## src/rtl/store_buffer.sv

```systemverilog
`default_nettype none
// ============================================================================
// Module      : store_buffer
// Description : Posted-store FIFO sitting after the STD stage. Accepts
//               {address, stored_data} pairs, holds them in order and drains
//               them to the data-memory port over a req/ack handshake.
//               Optional store-to-load forwarding of the youngest matching
//               pending store is enabled by defining STORE_FORWARD_EN.
// Revision    : 1.0 - initial release
// ============================================================================
module store_buffer #(
    parameter int DATA_W = 20,
    parameter int ADDR_W = 10,
    parameter int DEPTH  = 4
) (
    input  logic                       clk,
    input  logic                       rst,
    // store side (from STD)
    input  logic                       st_valid,
    output logic                       st_ready,
    input  logic [ADDR_W-1:0]          st_addr,
    input  logic [DATA_W-1:0]          st_data,
    // data-memory write port
    output logic                       mem_req,
    output logic [ADDR_W-1:0]          mem_addr,
    output logic [DATA_W-1:0]          mem_wdata,
    input  logic                       mem_ack,
    // status
    output logic [$clog2(DEPTH):0]     count,
    output logic                       empty,
    // load forwarding lookup
    input  logic [ADDR_W-1:0]          ld_addr,
    output logic                       fwd_hit,
    output logic [DATA_W-1:0]          fwd_data
);

    localparam int PTR_W = $clog2(DEPTH);
    localparam int CNT_W = $clog2(DEPTH) + 1;

    localparam logic [CNT_W-1:0] c_full_count = CNT_W'(DEPTH);
    localparam logic [CNT_W-1:0] c_one        = CNT_W'(1);
    localparam logic [PTR_W-1:0] c_ptr_one    = PTR_W'(1);

    typedef enum logic [0:0] {
        S_IDLE = 1'b0,
        S_REQ  = 1'b1
    } state_t;

    // entry storage (no reset needed: only occupied slots are ever read)
    logic [ADDR_W-1:0] r_addr_q [DEPTH];
    logic [DATA_W-1:0] r_data_q [DEPTH];

    logic [PTR_W-1:0]  r_head;
    logic [PTR_W-1:0]  r_tail;
    logic [CNT_W-1:0]  r_count;
    state_t            r_state;
    state_t            w_next_state;

    logic              w_full;
    logic              w_empty;
    logic              w_push;
    logic              w_pop;
    logic              w_load;
    logic [ADDR_W-1:0] w_load_addr;
    logic [DATA_W-1:0] w_load_data;
    logic [PTR_W-1:0]  w_head_next;

    logic [ADDR_W-1:0] r_mem_addr;
    logic [DATA_W-1:0] r_mem_wdata;

    assign w_full      = (r_count == c_full_count);
    assign w_empty     = (r_count == '0);
    // Readiness depends only on occupancy, so a full buffer refuses a store
    // even in a cycle where the head is being acknowledged.
    assign w_push      = st_valid && !w_full;
    assign w_head_next = r_head + c_ptr_one;

    assign st_ready  = !w_full;
    assign empty     = w_empty;
    assign count     = r_count;
    assign mem_req   = (r_state == S_REQ);
    assign mem_addr  = r_mem_addr;
    assign mem_wdata = r_mem_wdata;

    // Capture incoming stores at the tail slot
    always_ff @(posedge clk) begin
        if (w_push) begin
            r_addr_q[r_tail] <= st_addr;
            r_data_q[r_tail] <= st_data;
        end
    end

    // Head/tail pointers and occupancy counter
    always_ff @(posedge clk or posedge rst) begin
        if (rst) begin
            r_head  <= '0;
            r_tail  <= '0;
            r_count <= '0;
        end else begin
            if (w_push) begin
                r_tail <= r_tail + c_ptr_one;
            end
            if (w_pop) begin
                r_head <= w_head_next;
            end
            case ({w_push, w_pop})
                2'b10:   r_count <= r_count + c_one;
                2'b01:   r_count <= r_count - c_one;
                default: r_count <= r_count;
            endcase
        end
    end

    // Drain FSM state register and registered memory-port address/data
    always_ff @(posedge clk or posedge rst) begin
        if (rst) begin
            r_state     <= S_IDLE;
            r_mem_addr  <= '0;
            r_mem_wdata <= '0;
        end else begin
            r_state <= w_next_state;
            if (w_load) begin
                r_mem_addr  <= w_load_addr;
                r_mem_wdata <= w_load_data;
            end
        end
    end

    // Drain FSM next-state: present the head, hold until ack, then chain to
    // the following entry without an idle cycle when one is available
    always_comb begin
        w_next_state = r_state;
        w_pop        = 1'b0;
        w_load       = 1'b0;
        w_load_addr  = '0;
        w_load_data  = '0;
        case (r_state)
            S_IDLE: begin
                if (!w_empty) begin
                    w_load       = 1'b1;
                    w_load_addr  = r_addr_q[r_head];
                    w_load_data  = r_data_q[r_head];
                    w_next_state = S_REQ;
                end
            end
            S_REQ: begin
                if (mem_ack) begin
                    w_pop = 1'b1;
                    if (r_count > c_one) begin
                        // next-oldest entry is already in storage
                        w_load      = 1'b1;
                        w_load_addr = r_addr_q[w_head_next];
                        w_load_data = r_data_q[w_head_next];
                    end else if (w_push) begin
                        // only remaining entry is the one arriving now;
                        // it is not in storage yet, so take it from the port
                        w_load      = 1'b1;
                        w_load_addr = st_addr;
                        w_load_data = st_data;
                    end else begin
                        w_next_state = S_IDLE;
                    end
                end
            end
            default: begin
                w_next_state = S_IDLE;
            end
        endcase
    end

`ifdef STORE_FORWARD_EN
    logic              w_fwd_hit;
    logic [DATA_W-1:0] w_fwd_data;
    logic [PTR_W-1:0]  w_idx;

    // Scan occupied entries oldest to youngest; later matches override, so
    // the result is the youngest pending store to the load address
    always_comb begin
        w_fwd_hit  = 1'b0;
        w_fwd_data = '0;
        w_idx      = '0;
        for (int k = 0; k < DEPTH; k++) begin
            w_idx = r_head + PTR_W'(k);
            if ((CNT_W'(k) < r_count) && (r_addr_q[w_idx] == ld_addr)) begin
                w_fwd_hit  = 1'b1;
                w_fwd_data = r_data_q[w_idx];
            end
        end
    end

    assign fwd_hit  = w_fwd_hit;
    assign fwd_data = w_fwd_data;
`else
    // Forwarding disabled: outputs tied off, lookup address intentionally idle
    logic w_unused_ld_addr;
    assign w_unused_ld_addr = ^ld_addr;
    assign fwd_hit  = 1'b0;
    assign fwd_data = '0;
`endif

endmodule
`default_nettype wire

```

## config.mk

```make
export PLATFORM = sky130hd
export DESIGN_NAME = store_buffer
export DESIGN_NICKNAME = d
export VERILOG_FILES = /design/src/rtl/store_buffer.sv
export SDC_FILE = /design/constraint.sdc
export NUM_CORES = 1
export LEC_CHECK = 0
export BUFFER_PORTS_ARGS = -buffer_cell sky130_fd_sc_hd__buf_2
export CAP_MARGIN = 15
export CORE_AREA = 2 2 124 126
export CTS_BUF_LIST = sky130_fd_sc_hd__clkbuf_4
export DETAILED_ROUTE_END_ITERATION = 8
export DIE_AREA = 0 0 126 128
export PLACE_DENSITY = 0.74
export SLEW_MARGIN = 10
export SYNTH_ARGS = -nofsm -noshare
export SYNTH_HDL_FRONTEND = slang
export SYNTH_SLANG_ARGS = --single-unit
```

## constraint.sdc

```tcl
create_clock -name clk -period 3.13 [get_ports clk]
set_input_delay 0.626 -clock clk [delete_from_list [all_inputs] [get_ports clk]]
set_output_delay 0.626 -clock clk [all_outputs]
set_load 0.01 [all_outputs]
```

After elaboration in Yosys (flattened, before gate mapping)
Memory sizes are Yosys's and may differ from the RTL's.
Index checks and enable logic that the tools add are counted.
{"block": "totals", "elab_cells": 42, "ff_bits": 38, "output_inout_bits": 57, "memories": 2, "latch_bits": 0, "input_bits": 44, "mem_bits_rw": 120, "mem_bits_ro": 0}
{"block": "classes", "n_eq_ne": 3, "reduce_logical": 4, "mul": 0, "order_cmp": 1, "div_mod_pow": 0, "muxes": 21, "addsub": 4, "n_shift": 0, "bitwise": 1}
{"name": "r_data_q", "depth": 4, "word_bits": 20, "read_ports": 2, "rd_clocked_by_memory_dff": 0, "wr": 1, "line_no": "51", "rtl": "logic [DATA_W-1:0] r_data_q [DEPTH];"}
{"name": "r_addr_q", "depth": 4, "word_bits": 10, "read_ports": 2, "rd_clocked_by_memory_dff": 0, "wr": 1, "line_no": "50", "rtl": "logic [ADDR_W-1:0] r_addr_q [DEPTH];"}
{"cell": "$mux 20", "count": 4}
{"cell": "$mux 10", "count": 4}
{"cell": "$pmux 20 s2", "count": 1}
{"cell": "$pmux 10 s2", "count": 1}
{"cell": "$mux 1", "count": 8}
{"cell": "$pmux 3 s2", "count": 1}
{"cell": "$add 2x1->2 const B", "count": 2}
{"cell": "$pmux 1 s2", "count": 2}
{"cell": "$add 3x1->3 const B", "count": 1}
{"cell": "$eq 3x3->1 const B", "count": 1}
{"cell": "$gt 3x1->1 const B", "count": 1}
{"cell": "$logic_not 3->1", "count": 1}
{"cell": "$sub 3x1->3 const B", "count": 1}
{"cell": "$eq 2x1->1 const B", "count": 1}
{"cell": "$eq 2x2->1 const B", "count": 1}
{"cell": "$reduce_bool 2->1", "count": 1}
{"cell": "$logic_and 1x1->1", "count": 1}
{"cell": "$logic_not 1->1", "count": 1}
{"cell": "$not 1->1", "count": 1}

Depth between registers and ports, before layout
{"block": "logic_depth", "ltp_word": 7, "mapped_depth": 8, "depth_no_buf": 8}

Worst setup path before layout
No wires, ideal clock.
{"block": "synth_path", "path_kind": "reg-to-reg", "from": "register r_count[0], in the netlist count[0]", "to": "memory r_addr_q[0][0] (enable)", "setup_slack_ns": 1.005, "setup_time_ns": 0.390, "required_ns": 2.740, "n_path_buf": 0, "stages_incl_launch_ff": 5, "arrival_time_ns": 1.736, "synth_period_minus_slack_ns": 2.125, "cell_sequence": "dfrtp_1 > inv_1 > ha_1 > nand2_1 > and3_1"}
{"block": "synth_between", "elab_chain_len": 5}
{"element": "start, declared", "line_no": "55", "rtl": "logic [CNT_W-1:0] r_count;"}
{"element": "start signal, assigned", "line_no": "107", "rtl": "2'b10: r_count <= r_count + c_one;"}
{"element": "start signal, assigned", "line_no": "108", "rtl": "2'b01: r_count <= r_count - c_one;"}
{"element": "start signal, assigned", "line_no": "109", "rtl": "default: r_count <= r_count;"}
{"element": "$eq 3x3->1", "line_no": "71", "rtl": "assign w_full = (r_count == c_full_count);"}
{"element": "$logic_not 1->1"}
{"element": "named net st_ready", "line_no": "20", "rtl": "output logic st_ready,"}
{"element": "$logic_and 1x1->1", "line_no": "75", "rtl": "assign w_push = st_valid && !w_full;"}
{"element": "$mux 1", "line_no": "87", "rtl": "if (w_push) begin"}
{"element": "$mux 1 (implied by the code)", "line_no": "88", "rtl": "r_addr_q[r_tail] <= st_addr;"}
{"element": "end, declared", "line_no": "50"}
The timed path passes the listed nets, and every way through them passes these cells.

Worst setup path after layout
{"block": "layout_path", "from": "register r_count[1], in the netlist count[1]", "to": "register r_mem_wdata[13], in the netlist mem_wdata[13]"}
{"block": "layout_between", "elab_chain_len": 7, "word_cells_on_any_way": 15, "classes_between": "order compare: 1; eq/ne: 1; mux: 10; reduce/logical: 3"}
{"element": "$eq 3x3->1", "line_no": "71"}
{"element": "$logic_not 1->1", "line_no": "75"}
{"element": "$logic_and 1x1->1", "line_no": "75"}
{"element": "$mux 20 or $mux 1 (tied branches)", "line_no": "154", "rtl": "end else if (w_push) begin"}
{"element": "$mux 20 or $mux 1 (tied branches)", "line_no": "149", "rtl": "if (r_count > c_one) begin"}
{"element": "$mux 20 or $mux 1 (tied branches)", "line_no": "147", "rtl": "if (mem_ack) begin"}
{"element": "$pmux 20 s2 or $pmux 1 s2 (tied branches)", "line_no": "137", "rtl": "case (r_state)"}
{"element": "end signal, assigned", "line_no": "124", "rtl": "r_mem_wdata <= w_load_data;"}
{"element": "end, declared", "line_no": "69", "rtl": "logic [DATA_W-1:0] r_mem_wdata;"}
Several ways; a longest one is shown, not always the timed one.
A chain may end at the register's enable or synchronous reset.

==> flow_metrics.tcl <==
set metrics [dict create \
    nNetsFinal 597 \
    drive_gt1_share_pct 23.3 \
    antenna_found_initial 1 \
    ys_ff_latch 158 \
    place.gp.congestion 0.756 \
    synth_edf_count 120 \
    crit_required_ps 3580 \
    core_um2 14900 \
    pre_cts_slack_ps 374 \
    end_kind "flip-flop" \
    period_share_pct 81.1 \
    r2r-start "count[1]" \
    slew_violations 0 \
    wl_um 15500 \
    die_area_um2 16100 \
    startpoint_type "flip-flop" \
    r2r-end "mem_wdata[13]" \
    htreeDepth 4 \
    status "finished, final reports clean" \
    crit_fanout 25 \
    sw_frac_of_total_pct 36.3 \
    initial_core_util_pct 48.6 \
    fin_crit_ps 2540 \
    grt.total_usage_pct 19.6 \
    irDropWorstVdd_mv 0.462 \
    vias_per_cell 5.87 \
    crit_start "count[1]" \
    cpPeakStageDelay_ps 500 \
    leakagePower_nw 3.13 \
    yosysWarnings 0 \
    hp-class "primary input to async pin" \
    p_comb_share_pct 39.3 \
    dp_hpwl_um 9510 \
    maxCapViolCount 0 \
    setup_tns_ps 0 \
    skew_ps 15.7 \
    relSlewSlack_pct 31.4 \
    fin_util_pct 53.8 \
    ys_seq_area_share_pct 63.0 \
    whs_ps 102 \
    die_w_um 126 \
    switchingPower_w 0.00276 \
    drcViolationCount 0 \
    postSynthCellCount 475 \
    cts_setup_buffers 0 \
    drt_iter0_drc 362 \
    cts_tree "built" \
    clock_sinks 158 \
    worstSetupPathType "flip-flop to flip-flop" \
    firstDrtPassIters 5 \
    clk_path_buf_depth 2 \
    clock_latency_ps 560 \
    r2r_slack_ps 590 \
    grt.overflow.total 0 \
    grt_pass1_wl_um 23900 \
    async_flop_share_pct 24.1 \
    power_density_nw_per_um2 949 \
    setup_ws_ps 592 \
    synth_cell_types 29 \
    ioPinCount 101 \
    die_h_um 128 \
    path_clk_slew_ps 120 \
    pwr-share-clk_pct 17.3 \
    synthFlopType "edfxtp_1" \
    cp_slowest_cell "o21ai_4" \
    cts_root_buf "clkbuf_4" \
    cts.hold.buffers_added 0 \
    path_cells "inv_1 -> ha_1 -> o21ba_2 -> o21ai_4 -> buf_16 -> buf_4 -> o221ai_1 -> a221o_1" \
    synth_area_um2 7220 \
    fmax_mhz 394 \
    numCtsBuffers 17 \
    wl_per_cell_um 20.8 \
    worst_pin_slew_ps 1030 \
    rows 45 \
    avgSynthCellArea_um2 15.2 \
    reg2reg_depth 8 \
    arrival_ps 2990 \
    grt_max_degree 61 \
    cts_resized 0 \
    internal_power_w 0.00484 \
    area_growth_pct 10.8 \
    vias 4381 \
    hold_viol 0 \
    rsz0062_at_grt "false" \
    grt_pass1_vias 4604 \
    ant_nets 0 \
    setup_viol 0 \
    seq_power_share_pct 43.4 \
    portBuffers 69 \
]
==> state kept, by name, summed over array words and instances, names as in the netlist <==
name       flops
r_head         2
r_addr_q      40
count          3
r_data_q      80
r_tail         2
mem_req        1
mem_addr      10
mem_wdata     20
==> cells in the mapped netlist, types with 4 or more instances <==
| library cell | n | area (um^2) |
|---|---|---|
| and3_1 | 4 | 25.0 |
| mux2i_1 | 91 | 911 |
| o221ai_1 | 59 | 517 |
| and2_1 | 30 | 188 |
| inv_1 | 9 | 33.8 |
| xnor2_1 | 5 | 43.8 |
| buf_4 | 26 | 195 |
| ha_1 | 9 | 113 |
| dfrtp_1 | 38 | 951 |
| buf_6 | 7 | 78.8 |
| clkbuf_1 | 4 | 15.0 |
| nand2_1 | 6 | 22.5 |
| buf_2 | 20 | 100 |
| edfxtp_1 | 120 | 3600 |
| a221o_1 | 30 | 300 |
==> metal layers <==
| layer | part of all wire, % | GRT usage (%) | vias up | wire, um |
|---|---|---|---|---|
| li1 | - | - | 2007 | - |
| met5 | 0 | 0 | - | 0 |
| met3 | 5.7 | 4.80 | 16 | 880 |
| met1 | 41 | 23.6 | 2214 | 6340 |
| met2 | 52 | 33.8 | 144 | 8080 |
| met4 | 1.4 | 8.08 | 0 | 224 |
==> layout make-up <==
cell class	count	area, um^2
diodes	1	2.50
clock buffers	17	128
clock inverters	15	176
fillers	1212	6860
inverters	10	37.5
multi-input cells	270	2340
flip-flops and latches	158	4560
well taps	188	235
repair buffers	87	526
==> per-stage QoR <==
| stage | total power, W | std cells | area (um^2) |
|---|---|---|---|
| after global placement | 0.00614 | 712 | 7670 |
| final | 0.00760 | 746 | 8000 |
| after floorplan | 0.00544 | 495 | 7300 |
| after CTS | 0.00762 | 744 | 7970 |
| after global routing | 0.00804 | 746 | 8000 |
| after detailed placement | 0.00632 | 712 | 7670 |
==> critical path, delay by kind of cell, from the launching register on <==
kind                     cells  cell delay (ps)
AO/OA/AOI/OAI                4             1230
adder cells (fa/ha/maj)      1              160
buffers and inverters        3              600
flip-flops                   1              450
==> power by group through the flow <==
stage               Sequential (W)  Combinational, W  Clock, W
floorplan                  0.00322           0.00221         0
global placement           0.00331           0.00283         0
detailed placement         0.00334           0.00298         0
CTS                        0.00330           0.00299   0.00133
global route               0.00336           0.00325   0.00143
finish                     0.00330           0.00299   0.00131
==> kinds of logic after synthesis <==
| family | after synthesis | share of synthesized area, % |
|---|---|---|
| DFF | 158 | 63.0 |
| AOI/OAI and AO/OA | 98 | 12.3 |
| muxes | 91 | 12.6 |
| buffers and inverters | 67 | 5.91 |
| and+or+nand+nor | 45 | 3.76 |
| adders and majority gates | 9 | 1.56 |
| xor gates and xnor gates | 6 | 0.727 |
| other | 1 | 0.0519 |
==> cell usage in the layout (no fill, tap or decap), types with 3 or more instances in the layout <==
| cell | count |
|---|---|
| a221o_1 | 30 |
| and2_1 | 30 |
| and3_2 | 4 |
| buf_2 | 69 |
| buf_4 | 15 |
| bufinv_16 | 4 |
| clkbuf_4 | 17 |
| clkinv_1 | 3 |
| clkinv_2 | 6 |
| conb_1 | 21 |
| dfrtp_1 | 37 |
| edfxtp_1 | 120 |
| ha_1 | 9 |
| inv_1 | 8 |
| mux2i_1 | 91 |
| nand2_1 | 6 |
| o221ai_1 | 59 |
| xnor2_1 | 5 |
==> worst max path at each step <==
stage / endpoint / slack (ps) / cells after the start
floorplan: r_addr_q[0][0] / 1000 / 4
global placement: mem_addr[3] / 490 / 7
detailed placement: mem_wdata[13] / 370 / 7
CTS: mem_wdata[13] / 290 / 7
global route: mem_wdata[13] / 520 / 8
finish: mem_wdata[13] / 590 / 8
Power figures use the tool's default switching activity.
